$ cat config.mk
export PLATFORM = sky130hd
export DESIGN_NAME = prog_loader
export DESIGN_NICKNAME = d
export VERILOG_FILES = /design/src/rtl/prog_loader_pkg.sv /design/src/rtl/prog_loader_packer.sv /design/src/rtl/prog_loader.sv
export SDC_FILE = /design/constraint.sdc
export NUM_CORES = 1
export LEC_CHECK = 0
export CAP_MARGIN = 30
export CELL_PAD_IN_SITES_DETAIL_PLACEMENT = 1
export CELL_PAD_IN_SITES_GLOBAL_PLACEMENT = 1
export CORE_AREA = 2 2 102 128
export DETAILED_ROUTE_END_ITERATION = 6
export DIE_AREA = 0 0 104 130
export GPL_ROUTABILITY_DRIVEN = 0
export PLACE_DENSITY = 0.78
export SYNTH_ARGS = -nofsm -noshare
export SYNTH_HDL_FRONTEND = slang
export SYNTH_SLANG_ARGS = --single-unit
$ cat constraint.sdc
create_clock -name i_clk -period 2.85 [get_ports i_clk]
set_input_delay 0.285 -clock i_clk [delete_from_list [all_inputs] [get_ports i_clk]]
set_output_delay 0.285 -clock i_clk [all_outputs]
set_load 0.05 [all_outputs]
$ cat src/rtl/prog_loader_pkg.sv
// Shared definitions for the boot-time program loader.
// Frame layout, state encoding and field widths live here.
package prog_loader_pkg;

    typedef enum logic [2:0] {
        ST_HDR0 = 3'd0,
        ST_HDR1 = 3'd1,
        ST_DATA = 3'd2,
        ST_CSUM = 3'd3,
        ST_RUN  = 3'd4,
        ST_ERR  = 3'd5
    } state_t;

    localparam int LOADER_WORD_BYTES = 4;
    localparam int LOADER_CNT_W      = 16;
    localparam int LOADER_LANE_W     = 2;
    localparam int LOADER_POS_CNT_LO = 0;
    localparam int LOADER_POS_CNT_HI = 1;

    // Byte acceptance is decoded purely from the state.
    function automatic logic is_loading(input state_t s);
        return (s == ST_HDR0) || (s == ST_HDR1) ||
               (s == ST_DATA) || (s == ST_CSUM);
    endfunction

endpackage

$ cat src/rtl/prog_loader_packer.sv
// Byte-to-word assembler: little-endian lane counter and shift register.
// Pulses o_word_valid combinationally as the lane-3 byte is accepted.
import prog_loader_pkg::*;

module byte_packer (
    input  logic        i_clk,
    input  logic        i_rst,
    input  logic        i_clr,
    input  logic        i_en,
    input  logic [7:0]  i_byte,
    output logic        o_word_valid,
    output logic [31:0] o_word
);

    logic [LOADER_LANE_W-1:0] r_lane;
    logic [23:0]              r_shift;
    logic                     w_last;

    assign w_last       = (r_lane == LOADER_LANE_W'(LOADER_WORD_BYTES - 1));
    assign o_word_valid = i_en & w_last;
    assign o_word       = {i_byte, r_shift};

    // Lane counter and the three lower bytes of the word in flight
    always_ff @(posedge i_clk) begin
        if (!i_rst) begin
            r_lane  <= '0;
            r_shift <= '0;
        end else if (i_clr) begin
            r_lane  <= '0;
            r_shift <= '0;
        end else if (i_en) begin
            r_lane  <= r_lane + LOADER_LANE_W'(1);
            r_shift <= {i_byte, r_shift[23:8]};
        end
    end

endmodule

$ cat src/rtl/prog_loader.sv
// Boot loader: framed byte stream -> instruction memory words.
// Holds the CPU in reset until a frame with a good checksum lands.
import prog_loader_pkg::*;

module prog_loader #(
    parameter int ADDR_W = 10
) (
    input  logic              i_clk,
    input  logic              i_rst,
    input  logic              i_byte_valid,
    input  logic [7:0]        i_byte_data,
    output logic              o_byte_ready,
    input  logic              i_reload,
    output logic              o_imem_we,
    output logic [ADDR_W-1:0] o_imem_addr,
    output logic [31:0]       o_imem_wdata,
    output logic              o_cpu_rst,
    output logic              o_done,
    output logic              o_err
);

    localparam int unsigned CAP = 2 ** ADDR_W;

    state_t                  r_state;
    state_t                  w_next;
    logic [7:0]              r_cnt_lo;
    logic [LOADER_CNT_W-1:0] r_remain;
    logic [7:0]              r_csum;
    logic [ADDR_W-1:0]       r_waddr;

    logic                    w_accept;
    logic [LOADER_CNT_W-1:0] w_count;
    logic                    w_oversize;
    logic                    w_data_en;
    logic                    w_restart;
    logic                    w_word_valid;
    logic [31:0]             w_word;

    assign w_accept   = i_byte_valid & o_byte_ready;
    assign w_count    = {i_byte_data, r_cnt_lo};
    assign w_oversize = 32'(w_count) > CAP;
    assign w_data_en  = w_accept & (r_state == ST_DATA);
    assign w_restart  = i_reload &
                        ((r_state == ST_RUN) || (r_state == ST_ERR));

    byte_packer u_packer (
        .i_clk        (i_clk),
        .i_rst        (i_rst),
        .i_clr        (w_restart),
        .i_en         (w_data_en),
        .i_byte       (i_byte_data),
        .o_word_valid (w_word_valid),
        .o_word       (w_word)
    );

    // State register
    always_ff @(posedge i_clk) begin
        if (!i_rst) r_state <= ST_HDR0;
        else        r_state <= w_next;
    end

    // Next-state decode
    always_comb begin
        w_next = r_state;
        unique case (r_state)
            ST_HDR0: if (w_accept) w_next = ST_HDR1;
            ST_HDR1: begin
                if (w_accept) begin
                    if (w_oversize)          w_next = ST_ERR;
                    else if (w_count == '0)  w_next = ST_CSUM;
                    else                     w_next = ST_DATA;
                end
            end
            ST_DATA: begin
                if (w_word_valid && r_remain == LOADER_CNT_W'(1))
                    w_next = ST_CSUM;
            end
            ST_CSUM: begin
                if (w_accept)
                    w_next = (i_byte_data == r_csum) ? ST_RUN : ST_ERR;
            end
            ST_RUN:  if (i_reload) w_next = ST_HDR0;
            ST_ERR:  if (i_reload) w_next = ST_HDR0;
            default: w_next = ST_HDR0;
        endcase
    end

    // Status outputs decoded from state only
    always_comb begin
        o_byte_ready = is_loading(r_state);
        o_done       = (r_state == ST_RUN);
        o_err        = (r_state == ST_ERR);
        o_cpu_rst    = (r_state == ST_RUN);
    end

    // Header count, words remaining, running checksum, write address
    always_ff @(posedge i_clk) begin
        if (!i_rst) begin
            r_cnt_lo <= '0;
            r_remain <= '0;
            r_csum   <= '0;
            r_waddr  <= '0;
        end else if (w_restart) begin
            r_csum   <= '0;
            r_waddr  <= '0;
        end else begin
            if (w_accept && r_state != ST_CSUM)
                r_csum <= r_csum ^ i_byte_data;
            if (w_accept && r_state == ST_HDR0)
                r_cnt_lo <= i_byte_data;
            if (w_accept && r_state == ST_HDR1)
                r_remain <= w_count;
            if (w_word_valid) begin
                r_remain <= r_remain - LOADER_CNT_W'(1);
                r_waddr  <= r_waddr + ADDR_W'(1);
            end
        end
    end

    // Registered instruction-memory write port, one cycle after lane 3
    always_ff @(posedge i_clk) begin
        if (!i_rst) begin
            o_imem_we    <= 1'b0;
            o_imem_addr  <= '0;
            o_imem_wdata <= '0;
        end else begin
            o_imem_we <= w_word_valid;
            if (w_word_valid) begin
                o_imem_addr  <= r_waddr;
                o_imem_wdata <= w_word;
            end
        end
    end

endmodule

==> Flow_metrics.wiki <==
{| class="wikitable"
! Metric !! Value
|-
| Total global routing overflow || 0
|-
| Overall routed net length || ~14,000 microns
|-
| I/O pin count || just under 60
|-
| Power density normalized to cell area || 685 nW/um^2
|-
| Internal power consumption || around 3.3 mW
|-
| Number of global-route vias before repair || about 4,700
|-
| Clock transition at the registers of the reported paths || 60 ps
|-
| Final number of setup-violating endpoints || 0
|-
| Sum Neg Setup Slack || 0 ps
|-
| Clock tree from TritonCTS || built
|-
| Post-synthesis instance area || ~4800 sq um
|-
| X dimension of the die || approximately 100 microns
|-
| Syn nets || around 610
|-
| Multi-input gate area in the final layout || about 2300 sq um
|-
| Leading cell type in the layout, fill and taps excluded || nand2_1
|-
| Headroom to the max-slew limit || 0.455
|-
| Detailed-route wire length per cell || between 15 and 20 microns
|-
| Overall power after layout || 4.30 mW
|-
| Count of port buffers added during placement || just under 60
|-
| Leakage power total || ~2.2 nW
|-
| Number of slew-limit violations in the final report || 0
|-
| Critical path class || reg -> out
|-
| DP HPWL || roughly 9600 microns
|-
| First-pass GRT wire length || 23,700 microns
|-
| CTS H-tree lvls || 4
|-
| Via density per instance || approximately 5.3
|-
| Crit path max fanout || 10
|-
| Switch share || 0.229
|-
| Hold buffers post-CTS || 0
|-
| Deepest clock path buffer count || 2
|-
| Post-route worst hold slack || between 400 and 500 ps
|-
| Core area || approximately 12,000 sq um
|-
| Part of the total power dissipated in combinational logic || 0.068
|-
| Switch Pwr || ~0.98 mW
|-
| Netlist cell types || a little under 50
|-
| # resized after CTS || 0
|-
| Maximum frequency from static timing analysis || roughly 380 MHz
|-
| Number of flops mapped to enable cells by yosys || 0
|-
| Number of fill cells || between 1,000 and 1,500
|-
| DR iter-0 viols || 290
|-
| Max capacitance violation total || 0
|-
| Fraction of registers with async set or reset after synthesis || 0
|-
| Unrepaired setup endpoints after global routing || false
|-
| Part of the cycle the worst path needs || 0.920
|-
| Data arrival, critical path || 2340 ps
|-
| Clock root buffer || clkbuf_16
|-
| Layout cell share with drive strength beyond 1 || 0.0939
|-
| Effective utilization at floorplan || 0.387
|-
| Mean cell area of the mapped netlist || 8.12 sq um
|-
| Remaining number of nets flagged by the antenna check after routing || 0
|-
| Post-layout min period || roughly 2600 ps
|-
| Cell area after placement || ~5600 sq um
|-
| Biggest area consumer among synthesized cells || dfxtp_1
|-
| Diode insertion count for antenna repair || 0
|-
| Clk pwr share || 0.544
|-
| DP Cell Count || a little under 800
|-
| Required time of the worst setup path || 2570 ps
|-
| Post-CTS Setup Repair Bufs || 0
|-
| Total GRT Usage || 0.223
|-
| Number of antenna violations at the first check in global routing || 0
|-
| Primary FF master, synth || dfxtp_1
|-
| Area growth, synth to finish || 30.6%
|-
| Die area || 13,500 sq um
|-
| Number of nets at the end of the flow || 663
|-
| Die Span Y || ~130 microns
|-
| Transition time of the tightest slew-check pin || a little over 800 ps
|-
| Post-Route Skew || 9.53 ps
|-
| Post-layout util || 0.505
|-
| Synthesized netlist cell count || 592
|-
| Number of buffers created by CTS || 17
|-
| Worst Setup Start Kind || register
|-
| Number of failing hold endpoints at the final stage || 0
|-
| Worst-case setup margin in the final layout || approximately 230 ps
|-
| Maximum vdd drop || 391 uV
|-
| Number of storage elements in the synthesis netlist || approximately 110
|-
| Count of synthesis-stage warnings from yosys || 0
|-
| Residual DRC || 0
|-
| Clock insertion delay at the later pin of the skew report || about 420 ps
|-
| Number of placement rows || between 40 and 50
|-
| Pre-CTS worst setup slack || between 300 and 400 ps
|-
| Number of detailed-routing iterations run before antenna repair || 4
|-
| Sequential power share || 0.388
|-
| Area taken by flip-flops and latches || 2280 sq um
|-
| Part of the Yosys area used for sequential elements || 0.475
|-
| Top cells by area in the synthesized netlist || dfxtp_1 (47%), nand2_1 (13%), a21boi_0 (8.4%)
|-
| Run status || completed
|-
| Yosys top cell area share || 0.475
|-
| Final cell count without fillers || approximately 830
|-
| Via count || 4,394
|-
| Worst min path class || in -> reg
|-
| Endpoint kind of the worst setup timing path || output port
|-
| CTS sink count || roughly 110
|-
| Maximum number of pins on one net before global-route repair || 40
|-
| Highest-count cells in the layout ignoring fill and taps || nand2_1 (169), dfxtp_1 (114), clkdlybuf4s50_1 (57), a21boi_0 (54), a21oi_1 (38)
|-
| Final instance area || 6280 sq um
|}
[sequential cells by signal, summed over array words and instances, names as in the netlist]
register / count
o_imem_addr: 10
o_imem_wdata: 32
o_imem_we: 1
r_cnt_lo: 8
r_csum: 8
r_remain: 16
r_state: 3
r_waddr: 10
u_packer.r_lane: 2
u_packer.r_shift: 24
[worst paths after layout]
check / startpoint / endpoint / slack, ps / cells after the start
worst min register to register: o_imem_wdata[5] / o_imem_wdata[5] / 460 / 2
worst min-delay path: i_rst / r_waddr[5] / 430 / 3
worst max-delay path: r_state[2] / o_done / 230 / 3
worst max register to register: r_remain[3] / r_remain[14] / 550 / 5
[final cells by class]
class / count / area share
Clock buffer: 19 / 0.0706
Timing Repair Buffer: 81 / 0.123
Tap cell: 168 / 0.0335
Clock inverter: 13 / 0.0331
Sequential cell: 114 / 0.364
Inverter: 8 / 0.00478
Multi-Input combinational cell: 425 / 0.371
[power by group through the flow]
stage | combinational, mW | clock [mW] | sequential (mW)
6_report | 0.292 | 2.34 | 1.67
5_1_grt | 0.316 | 2.45 | 1.67
4_1_cts | 0.291 | 2.37 | 1.67
3_3_place_gp | 0.274 | 0 | 1.70
2_1_floorplan | 0.188 | 0 | 1.68
3_5_place_dp | 0.283 | 0 | 1.70
[cells in the mapped netlist (2+ instances only)]
cell / count
nor2_1: 32
inv_1: 8
o21ai_1: 2
nor3_1: 13
and3_1: 6
nand2_1: 169
o211ai_1: 2
a31oi_1: 2
nand3_1: 5
a21oi_1: 38
clkbuf_1: 36
or4_1: 4
o21ai_0: 14
nor2b_1: 3
dfxtp_1: 114
nand2b_1: 4
buf_4: 5
a221oi_1: 2
a311oi_1: 5
buf_1: 2
nand4bb_1: 2
nor4_1: 5
nand4_1: 5
xor2_1: 18
o31ai_1: 3
a211oi_1: 3
a21boi_0: 54
ha_1: 4
or3_1: 7
xnor2_1: 6
[kinds of logic (layout without fill, tap and decap cells)]
family | after synthesis | after routing | share of synthesized area
XOR/XNOR | 24 | 24 | 0.0437
AND/OR/NAND/NOR | 259 | 259 | 0.232
multiplexers | 1 | 1 | 0.00234
buffers and inverters | 53 | 121 | 0.0458
adder cells (fa/ha/maj) | 4 | 4 | 0.0104
AO/OA/AOI/OAI | 137 | 137 | 0.191
flip-flops | 114 | 114 | 0.475
[critical path, stage by stage, from the launching register on]
cell and delay, ps:
dfxtp_1 530, nand2b_1 220, nor2_1 280, clkdlybuf4s50_1 880
[routing by layer]
layer	GRT usage	wire [microns]	part of all wire
met5	0	0	0
met4	0.113	529	0.037
met3	0.0500	720	0.051
met2	0.404	7260	0.51
met1	0.248	5730	0.40
(Power assumes the default switching activity.)
